[config.mk]
export PLATFORM = sky130hd
export DESIGN_NAME = dither_gen_flat
export DESIGN_NICKNAME = d
export VERILOG_FILES = /design/src/rtl/dither_gen_if.sv /design/src/rtl/dither_gen.sv /design/src/flat_wrapper.sv
export SDC_FILE = /design/constraint.sdc
export NUM_CORES = 1
export LEC_CHECK = 0
export CORE_MARGIN = 5
export CORE_UTILIZATION = 50
export DETAILED_ROUTE_END_ITERATION = 10
export DONT_BUFFER_PORTS = 1
export GPL_TIMING_DRIVEN = 0
export HOLD_SLACK_MARGIN = 0.03
export SLEW_MARGIN = 10
export SYNTH_ARGS = -nofsm -noshare
export SYNTH_HDL_FRONTEND = slang
export SYNTH_SLANG_ARGS = --single-unit
[constraint.sdc]
create_clock -name i_clk -period 7.03 [get_ports i_clk]
set_clock_uncertainty 0.05 [all_clocks]
set_input_delay 1.406 -clock i_clk [delete_from_list [all_inputs] [get_ports i_clk]]
set_output_delay 1.406 -clock i_clk [all_outputs]
set_load 0.005 [all_outputs]
[src/rtl/dither_gen_if.sv]
// Signal bundle for dither_gen: measurement controls in, dither/result/state out.
// Master drives the controls (stimulus side); slave is the dither_gen core.
interface dither_gen_if;
  logic               i_trig;
  logic [2:0]         i_avg_sel;
  logic signed [31:0] i_data;
  logic [31:0]        i_wait_cnt;
  logic signed [31:0] o_dither_out;
  logic signed [31:0] o_data;
  logic [3:0]         o_cstate;
  logic [3:0]         o_nstate;

  modport master (
    output i_trig, i_avg_sel, i_data, i_wait_cnt,
    input  o_dither_out, o_data, o_cstate, o_nstate
  );

  modport slave (
    input  i_trig, i_avg_sel, i_data, i_wait_cnt,
    output o_dither_out, o_data, o_cstate, o_nstate
  );
endinterface

[src/rtl/dither_gen.sv]
// Dither generator / synchronous demodulator: alternates +1/-1 dither per measurement,
// averages 2^avg_sel samples per phase, outputs H-L. Macro DITHER_GEN_DEBUG_PORTS_EN adds debug outputs.
module dither_gen (
  input  logic               i_clk,
  input  logic               i_rst,
  dither_gen_if.slave        bus
`ifdef DITHER_GEN_DEBUG_PORTS_EN
  ,
  output logic signed [31:0] o_reg_data_H,
  output logic signed [31:0] o_reg_data_L,
  output logic signed [31:0] o_reg_sum
`endif
);

  typedef enum logic [3:0] {
    S_IDLE   = 4'd0,
    S_WAIT   = 4'd1,
    S_ACC    = 4'd2,
    S_STORE  = 4'd3,
    S_OUTPUT = 4'd4
  } state_t;

  state_t             state_q;
  state_t             state_d;
  logic [31:0]        cnt_q;
  logic [31:0]        wait_q;
  logic [2:0]         sel_q;
  logic [7:0]         n_last;
  logic signed [31:0] acc_q;
  logic signed [31:0] reg_h_q;
  logic signed [31:0] reg_l_q;
  logic signed [31:0] data_q;
  logic signed [31:0] dither_q;

  // Last sample index of the ACC phase for the held averaging select.
  always_comb begin
    n_last = 8'((9'd1 << sel_q) - 9'd1);
  end

  always_comb begin
    state_d = S_IDLE;
    case (state_q)
      S_IDLE: begin
        if (bus.i_trig) begin
          state_d = (bus.i_wait_cnt == 32'd0) ? S_ACC : S_WAIT;
        end else begin
          state_d = S_IDLE;
        end
      end
      S_WAIT:   state_d = (cnt_q == wait_q - 32'd1) ? S_ACC : S_WAIT;
      S_ACC:    state_d = (cnt_q == {24'd0, n_last}) ? S_STORE : S_ACC;
      S_STORE:  state_d = S_OUTPUT;
      S_OUTPUT: state_d = S_IDLE;
      default:  state_d = S_IDLE;
    endcase
  end

  always_ff @(posedge i_clk) begin
    if (i_rst) begin
      state_q  <= S_IDLE;
      cnt_q    <= 32'd0;
      wait_q   <= 32'd0;
      sel_q    <= 3'd0;
      acc_q    <= 32'sd0;
      reg_h_q  <= 32'sd0;
      reg_l_q  <= 32'sd0;
      data_q   <= 32'sd0;
      dither_q <= 32'sd1;
    end else begin
      state_q <= state_d;
      // Phase counter restarts on every state change so WAIT and ACC both count from zero.
      if ((state_d != state_q) || (state_q == S_IDLE)) begin
        cnt_q <= 32'd0;
      end else begin
        cnt_q <= cnt_q + 32'd1;
      end
      case (state_q)
        S_IDLE: begin
          if (bus.i_trig) begin
            sel_q  <= bus.i_avg_sel;
            wait_q <= bus.i_wait_cnt;
            acc_q  <= 32'sd0;
          end
        end
        S_ACC: begin
          acc_q <= acc_q + bus.i_data;
        end
        S_STORE: begin
          if (dither_q == 32'sd1) begin
            reg_h_q <= acc_q >>> sel_q;
          end else begin
            reg_l_q <= acc_q >>> sel_q;
          end
        end
        S_OUTPUT: begin
          data_q   <= reg_h_q - reg_l_q;
          dither_q <= -dither_q;
        end
        default: begin
        end
      endcase
    end
  end

  assign bus.o_dither_out = dither_q;
  assign bus.o_data       = data_q;
  assign bus.o_cstate     = state_q;
  assign bus.o_nstate     = state_d;

`ifdef DITHER_GEN_DEBUG_PORTS_EN
  assign o_reg_data_H = reg_h_q;
  assign o_reg_data_L = reg_l_q;
  assign o_reg_sum    = acc_q;
`endif

endmodule

[src/flat_wrapper.sv]
// flat-port wrapper written by rule: the top's interface ports become plain ports
module dither_gen_flat 
  (i_clk, i_rst, bus_i_trig, bus_i_avg_sel, bus_i_data, bus_i_wait_cnt, bus_o_dither_out, bus_o_data, bus_o_cstate, bus_o_nstate);
  dither_gen_if bus_i ();
  input  logic i_clk;
  input  logic i_rst;
  input wire logic [$bits(bus_i.i_trig)-1:0] bus_i_trig;
  input wire logic [$bits(bus_i.i_avg_sel)-1:0] bus_i_avg_sel;
  input wire logic [$bits(bus_i.i_data)-1:0] bus_i_data;
  input wire logic [$bits(bus_i.i_wait_cnt)-1:0] bus_i_wait_cnt;
  output wire logic [$bits(bus_i.o_dither_out)-1:0] bus_o_dither_out;
  output wire logic [$bits(bus_i.o_data)-1:0] bus_o_data;
  output wire logic [$bits(bus_i.o_cstate)-1:0] bus_o_cstate;
  output wire logic [$bits(bus_i.o_nstate)-1:0] bus_o_nstate;
  assign bus_i.i_trig = bus_i_trig;
  assign bus_i.i_avg_sel = bus_i_avg_sel;
  assign bus_i.i_data = bus_i_data;
  assign bus_i.i_wait_cnt = bus_i_wait_cnt;
  assign bus_o_dither_out = bus_i.o_dither_out;
  assign bus_o_data = bus_i.o_data;
  assign bus_o_cstate = bus_i.o_cstate;
  assign bus_o_nstate = bus_i.o_nstate;
  dither_gen u_core (.i_clk(i_clk), .i_rst(i_rst), .bus(bus_i));
endmodule
Word-level counts from Yosys, hierarchy flattened:

Cells that the tools add are included.

* RAM bits: 0
* memory bits (read-only): 0
* bits of input ports: 70
* register bits after elaboration: 231
* output and inout port bits: 72
* logic and storage cells: 43
* memories: 0
* latch bits: 0

* reductions and logical operators: 9
* bitwise operators: 1
* equal/unequal tests: 9
* div/mod/pow operators: 0
* magnitude comparators: 0
* multiply operators: 0
* multiplexer cells: 7
* shift operators: 2
* add/subtract/negate cells: 6

Operators with widths (count)
* $pmux W32 S2: 1
* $add A32 B1 Y32 const B: 1
* $add A32 B32 Y32: 1
* $eq A32 B2 Y1 const B: 1
* $eq A32 B32 Y1: 1
* $eq A32 B8 Y1: 1
* $logic_not A32 Y1: 1
* $mux W32: 1
* $neg A32 Y32: 1
* $sshr A32 B3 Y32: 1
* $sub A32 B1 Y32 const B: 1
* $sub A32 B32 Y32: 1
* $pmux W4 S4: 1
* $eq A4 B2 Y1 const B: 2
* $reduce_and A2 Y1: 4
* $shl A1 B3 Y8 const A: 1
* $sub A8 B1 Y8 const B: 1
* $eq A4 B1 Y1 const B: 1
* $eq A4 B3 Y1 const B: 1
* $logic_not A4 Y1: 1
* $mux W2: 2
* $mux W4: 1
* $ne A4 B4 Y1: 1
* $ne A2 B2 Y1 const B: 1
* 5 further kinds: 5

Logic depth before layout (Yosys ltp):

Gate-level depths: netlist of run 1.

* word-level depth: 8
* gate-level depth with buffers: 16
* depth with buffers taken out: 12

Worst setup path after synthesis of run 1:

OpenSTA, ideal clock, no wires.

* kind: register -> output
* start point: register u_core.wait_q[0]
* end point: output bus_o_nstate[1]
* arrival time: 2.802 ns
* data required time: 5.574 ns
* path slack: 2.772 ns
* cell stages (with the launch flop): 12
* buffers on the path: 1
* cells stage by stage: dfxtp_1 -> inv_1 -> ha_1 -> or4b_1 -> buf_4 -> or4_1 -> a2111oi_2 -> o2111ai_1 -> nor4_2 -> nand4_1 -> or2_1 -> o21ai_1

* word-level cells in the longest chain between the ends: 4

RTL lines
* start, declared: RTL line dither_gen.sv:26 `logic [31:0] wait_q;`
* start signal, assigned: RTL line dither_gen.sv:81 `wait_q <= bus.i_wait_cnt;`
* $sub A32 B1 Y32: RTL line dither_gen.sv:50 `S_WAIT: state_d = (cnt_q == wait_q - 32'd1) ? S_ACC : S_WAIT;`
* $eq A32 B32 Y1: RTL line dither_gen.sv:50
* $mux W2: RTL line dither_gen.sv:50
* $pmux W4 S4: RTL line dither_gen.sv:42 `case (state_q)`
* end, declared: RTL line flat_wrapper.sv:14 `output wire logic [$bits(bus_i.o_nstate)-1:0] bus_o_nstate;`

Every way passes these cells.

Final worst setup path of run 1:

Ends and elaborated chain as after synthesis.

==> results of run 1 <==
-- path summary, 6_finish.rpt --
path / start / endpoint / slack (ns) / cells past startpoint
setup / recovery: u_core.wait_q[0] / bus_o_nstate[1] / 1.38 / 10
hold / removal: u_core.bus.o_data[7] / u_core.bus.o_data[7] / 0.42 / 2
setup reg to reg: u_core.sel_q[0] / u_core.cnt_q[6] / 2.96 / 16
hold reg to reg: u_core.bus.o_data[7] / u_core.bus.o_data[7] / 0.42 / 2
-- cell usage in the layout, fill, tap and decap left out, drive strengths merged, types with 9 or more instances in the layout --
| cell type | n |
|---|---|
| nand2 | 164 |
| ha | 65 |
| a22oi | 18 |
| or4 | 9 |
| inv | 60 |
| a211oi | 74 |
| o211ai | 10 |
| nor4 | 30 |
| nor2b | 15 |
| nor3 | 34 |
| clkbuf | 114 |
| buf | 23 |
| o31ai | 9 |
| a21o | 25 |
| mux2i | 41 |
| dfxtp | 229 |
| nand4 | 23 |
| nand2b | 9 |
| o21a | 11 |
| and3 | 15 |
| xnor2 | 99 |
| o21ai | 41 |
| and2 | 11 |
| xor2 | 53 |
| nor2 | 223 |
| mux4 | 17 |
| a21oi | 133 |
| a31oi | 13 |
| nand3 | 45 |
-- stage by stage --
stage	utilization, %	setup slack [ns]	power [W]
CTS	55.6	1.14	0.00300
global route	55.6	0.897	0.00309
global placement	52.4	1.79	0.00164
detailed placement	52.5	1.72	0.00164
finish	55.6	1.38	0.00298
floorplan	-	2.77	0.00157
-- state kept, by name, summed over array words and instances (netlist names), 31 cells and up --
name                     count
u_core.reg_l_q              32
u_core.cnt_q                32
u_core.bus.o_data           32
u_core.acc_q                32
u_core.bus.o_dither_out     31
u_core.reg_h_q              32
u_core.wait_q               32
-- area by class of cell --
cell class | instances | area (um^2) | share of cell area, %
repair buffers | 1 | 7.51 | 0.0499
multi-input cells | 1296 | 8520 | 56.7
flip-flops and latches | 229 | 4580 | 30.5
well taps | 341 | 427 | 2.84
inverters | 60 | 225 | 1.50
clock inverters | 6 | 80.1 | 0.533
plain buffers | 99 | 420 | 2.80
clock buffers | 37 | 773 | 5.14
-- worst reg2reg max path, cell delays in order (launching register included) --
cell and delay, ns:
dfxtp_1 0.30, clkbuf_1 0.46, buf_1 0.57, clkbuf_1 0.48, nand2_1 0.11, ha_1 0.20
clkbuf_1 0.17, xnor2_1 0.26, nand4_1 0.12, o31ai_1 0.10, a22oi_1 0.14, nor4_1 0.34
a31oi_1 0.20, nand2_1 0.11, a21o_4 0.14, buf_6 0.15, nor2_1 0.06
-- power groups by stage --
stage               logic [W]  clock network, W  registers, W
finish               0.000288           0.00136       0.00133
global route         0.000317           0.00145       0.00133
CTS                  0.000285           0.00139       0.00133
detailed placement   0.000284                 0       0.00136
global placement     0.000280                 0       0.00136
floorplan            0.000215                 0       0.00135
-- cell families after synthesis --
kind of cell               count (synthesis)  share of synthesized area, %
adders and majority gates                 67                          6.21
AOI/OAI and AO/OA                        399                          19.1
muxes                                     63                          6.18
and+or+nand+nor                          612                          20.7
DFF                                      229                          33.4
xor gates and xnor gates                 152                          9.69
buffers and inverters                    159                          4.70
other                                      2                        0.0547
-- per-layer routing --
metal	part of all wire (%)	vias to the layer above	global-route usage, %
met2	44	314	40.4
met3	5.9	78	4.46
met1	46	5749	34.6
met4	3.4	0	7.86
met5	0	-	0
li1	-	6063	-
==> impl_metrics.env, run 1 <==
export IMPL_period_share_pct=80.4
export IMPL_diodes=0
export IMPL_syn_inst=1683
export IMPL_cts_tree="yes"
export IMPL_synth_top_area_share_pct=33.4
export IMPL_cts_root_buf="clkbuf_16"
export IMPL_rsz0062_at_grt="no"
export IMPL_die_w_um=176
export IMPL_p_sw_w=0.000739
export IMPL_grt_max_degree=13
export IMPL_crit_path_start_kind="register"
export IMPL_yosysMostFrequentCell="dfxtp_1"
export IMPL_synth_edf_count=0
export IMPL_synth_warnings=0
export IMPL_leakage_nw=5.56
export IMPL_nNetsFinal=1850
export IMPL_ir_drop_mv=0.183
export IMPL_fillers=2599
export IMPL_netlist_top_cells_area="dfxtp_1 33%, xnor2_1 6.3%, nor2_1 6.1%, ha_1 5.9%, a21oi_1 4.8%"
export IMPL_hold_buffers=0
export IMPL_status="complete, no violations"
export IMPL_clock_path_buffers=3
export IMPL_clockPowerShare_pct=45.8
export IMPL_yosys_area_top_type="dfxtp_1"
export IMPL_grt_overflow=0
export IMPL_placed_area_um2=14200
export IMPL_worst_slew_pin_transition_ns=1.09
export IMPL_syn_to_final_growth_pct=9.44
export IMPL_row_count=60
export IMPL_hp_class="reg -> reg"
export IMPL_cpMaxStageDelayCell="nor4b_2"
export IMPL_crit_chain="inv_1, ha_1, nor4b_2, nand4_1, nor3_1, xnor2_1, a2111oi_1, nand4_1, or2_1, o21ai_1"
export IMPL_htreeDepth=1
export IMPL_fp_coreArea_um2=27000
export IMPL_post_cts_setup_buffer_count=0
export IMPL_cap_violations=0
export IMPL_synth_area_per_cell_um2=8.16
export IMPL_synth_area_um2=13700
export IMPL_grt_pass1_wl_um=63400
export IMPL_min_period_ns=5.65
export IMPL_drc=0
export IMPL_layout_cells_non_filler=2069
export IMPL_cts_buffers_inserted=26
export IMPL_hold_slack_ns=0.421
export IMPL_final_setup_tns_ns=0
export IMPL_dieHeight_um=176
export IMPL_postCtsResizedCells=0
export IMPL_die_area_um2=30900
export IMPL_ys_ff_latch=229
export IMPL_drive_gt1_share_pct=5.09
export IMPL_wl_per_cell_um=19.4
export IMPL_cts_clk_slew_worst_paths_ns=0.05
export IMPL_gp_congestion=0.948
export IMPL_path_max_fanout=9
export IMPL_max_slew_margin_rel_pct=26.8
export IMPL_cp_num_buf_inv=1
export IMPL_drtIter0Drc=804
export IMPL_setup_viol=0
export IMPL_pwr_share_comb_pct=9.7
export IMPL_seqPwrFrac_pct=44.6
export IMPL_vias=12200
export IMPL_placed_cells=2026
export IMPL_synth_cell_type_count=75
export IMPL_start_util_pct=50.8
export IMPL_grt_use_total_pct=25.2
export IMPL_final_cell_area_um2=15000
export IMPL_cp_common_cell="nand4_1"
export IMPL_clock_latency_ns=0.54
export IMPL_crit_required_ns=5.57
export IMPL_worstPathArrival_ns=4.19
export IMPL_num_io_pins=142
export IMPL_dr_pass1_iters=5
export IMPL_switching_share_pct=24.8
export IMPL_power_density_nw_per_um2=198
export IMPL_synthArstFlopShare_pct=0
export IMPL_ys_seq_area_share_pct=33.4
export IMPL_io_buffers=0
export IMPL_worstSetupEndpointType="primary output"
export IMPL_finalHoldViolations=0
export IMPL_dpl_hpwl_um=31000
export IMPL_grt_pass1_vias=11700
export IMPL_slowest_delay_ns=0.83
export IMPL_numClockSinks=229
export IMPL_drv_slew=0
export IMPL_p_int_w=0.00224
export IMPL_path_class="reg -> out"
export IMPL_totalWireLength_um=40100
export IMPL_grt_antenna_before_repair=0
export IMPL_final_antenna_net_count=0
export IMPL_path_delay_family="simple AND/OR/NAND/NOR gates"
export IMPL_viasPerCell=5.90
export IMPL_synth_common_cells="229 x dfxtp_1, 223 x nor2_1, 164 x nand2_1, 133 x a21oi_1, 99 x xnor2_1"
export IMPL_ys_flop_type="dfxtp_1"
export IMPL_max_freq_ghz=0.177
Note: power is estimated with default switching activity, not from simulation.
==> inputs of run 2 (changes only) <==
- clock period: 7.03 -> 5.45 ns (I/O delays scaled with it)
==> run 2 against run 1 <==
  * Critical path depth up 1
  * Clock power is 29% higher
  * Sequential power grew 29%
  * Setup slack worse by 0.97 ns
  * Critical endpoint unchanged
  * Highest routed layer unchanged
==> impl_metrics.env, run 2 (synthesis results as in run 1) <==
export IMPL_worstPathArrival_ns=3.90
export IMPL_finalHoldViolations=0
export IMPL_setup_ws_ns=0.408
export IMPL_cts_buffers_inserted=26
export IMPL_cts_tree="yes"
export IMPL_start_util_pct=50.8
export IMPL_final_setup_tns_ns=0
export IMPL_cap_violations=0
export IMPL_grt_pass1_wl_um=63400
export IMPL_crit_required_ns=4.31
export IMPL_dieHeight_um=176
export IMPL_final_common_cell="dfxtp_1"
export IMPL_hp_class="reg -> reg"
export IMPL_power_density_nw_per_um2=256
export IMPL_hold_buffers=0
export IMPL_hold_slack_ns=0.421
export IMPL_grt_antenna_before_repair=0
export IMPL_drv_slew=0
export IMPL_gr_usage_met3_pct=4.46
export IMPL_die_w_um=176
export IMPL_leakage_nw=5.58
export IMPL_gp_congestion=0.948
export IMPL_syn_to_final_growth_pct=9.53
export IMPL_drive_gt1_share_pct=5.21
export IMPL_path_class="reg -> out"
export IMPL_die_area_um2=30900
export IMPL_max_freq_ghz=0.198
export IMPL_utilization_pct=55.7
export IMPL_io_buffers=0
export IMPL_totalWireLength_um=40200
export IMPL_seqPwrFrac_pct=44.6
export IMPL_diodes=0
export IMPL_p_sw_w=0.000953
export IMPL_setup_viol=0
export IMPL_nNetsFinal=1849
export IMPL_dpl_hpwl_um=31000
export IMPL_grt_max_degree=13
export IMPL_max_slew_margin_rel_pct=24.5
export IMPL_wl_per_cell_um=19.4
export IMPL_worstSetupEndpointType="primary output"
export IMPL_fillers=2597
export IMPL_final_antenna_net_count=0
export IMPL_crit_path_start_kind="register"
export IMPL_htreeDepth=1
export IMPL_grt_busiest_layer="met2"
export IMPL_clock_latency_ns=0.54
export IMPL_grt_util_met1_pct=34.6
export IMPL_fp_coreArea_um2=27000
export IMPL_drtIter0Drc=750
export IMPL_cts_clk_slew_worst_paths_ns=0.06
export IMPL_grt_pass1_vias=11700
export IMPL_viasPerCell=5.90
export IMPL_cts_root_buf="clkbuf_16"
export IMPL_row_count=60
export IMPL_clock_path_buffers=3
export IMPL_vias=12200
export IMPL_status="complete, no violations"
export IMPL_switching_share_pct=24.8
export IMPL_grt_overflow=0
export IMPL_num_io_pins=142
export IMPL_drc=0
export IMPL_worst_slew_pin_transition_ns=1.12
export IMPL_rsz0062_at_grt="no"
export IMPL_clockPowerShare_pct=45.7
export IMPL_post_place_ws_ns=0.453
export IMPL_grt_use_met2_pct=40.4
export IMPL_path_max_fanout=7
export IMPL_dr_pass1_iters=5
export IMPL_ir_drop_mv=0.238
export IMPL_pwr_share_comb_pct=9.7
export IMPL_p_int_w=0.00289
export IMPL_final_cell_mix="229 x dfxtp_1, 223 x nor2_1, 164 x nand2_1"
export IMPL_period_share_pct=92.5
export IMPL_min_period_ns=5.04
export IMPL_numClockSinks=229
export IMPL_grt_use_total_pct=25.2
-- run 2: through the flow --
stage	instance area, um^2	cells	power [W]
finish	15000	2068	0.00385
global route	15000	2068	0.00400
CTS	15000	2069	0.00387
detailed placement	14200	2026	0.00212
global placement	14200	2025	0.00211
floorplan	13700	1684	0.00202
-- run 2: metal layers --
layer / wire [um] / share of wire (%) / up-vias
met3: 2550 / 6.4 / 78
met2: 17900 / 45 / 340
met1: 18300 / 46 / 5729
met4: 1370 / 3.4 / 0
met5: 0 / 0 / -
li1: - / - / 6063
-- run 2: area by class of cell --
| class | instances | area (um^2) | area share (%) |
|---|---|---|---|
| Buffer | 98 | 418 | 2.78 |
| Timing Repair Buffer | 1 | 7.51 | 0.0499 |
| Multi-Input combinational cell | 1296 | 8530 | 56.7 |
| Inverter | 60 | 225 | 1.50 |
| Clock inverter | 6 | 80.1 | 0.532 |
| Sequential cell | 229 | 4580 | 30.5 |
| Tap cell | 341 | 427 | 2.84 |
| Clock buffer | 37 | 773 | 5.14 |
-- run 2: repair_timing --
item,in CTS,in global routing
endpoints found under the setup margin,1,2
gates resized for setup,1,3
cloned,0,0
setup buffers,0,0
-- run 2: worst paths after layout --
| path | cells past startpoint | from | slack, ns | to |
|---|---|---|---|---|
| worst max-delay path | 11 | u_core.wait_q[0] | 0.41 | bus_o_nstate[1] |
| worst min-delay path | 2 | u_core.bus.o_data[7] | 0.42 | u_core.bus.o_data[7] |
| worst min register to register | 2 | u_core.bus.o_data[7] | 0.42 | u_core.bus.o_data[7] |
| worst max register to register | 15 | u_core.sel_q[0] | 1.72 | u_core.cnt_q[6] |
-- run 2: power by group through the flow --
stage / registers (W) / clock network, W / logic [W]
6_report: 0.00171 / 0.00176 / 0.000373
5_1_grt: 0.00172 / 0.00187 / 0.000411
4_1_cts: 0.00171 / 0.00179 / 0.000368
3_5_place_dp: 0.00175 / 0 / 0.000366
3_3_place_gp: 0.00175 / 0 / 0.000362
2_1_floorplan: 0.00174 / 0 / 0.000277
-- run 2: critical path, stage by stage (launching register included) --
cell and delay, ns:
dfxtp_1 0.35, inv_1 0.07, ha_1 0.21, or4b_1 0.46, buf_4 0.19, or4_1 0.53, a2111oi_2 0.37, o2111ai_1 0.17
nor4_2 0.37, nand4_1 0.15, or2_1 0.25, o21ai_1 0.25
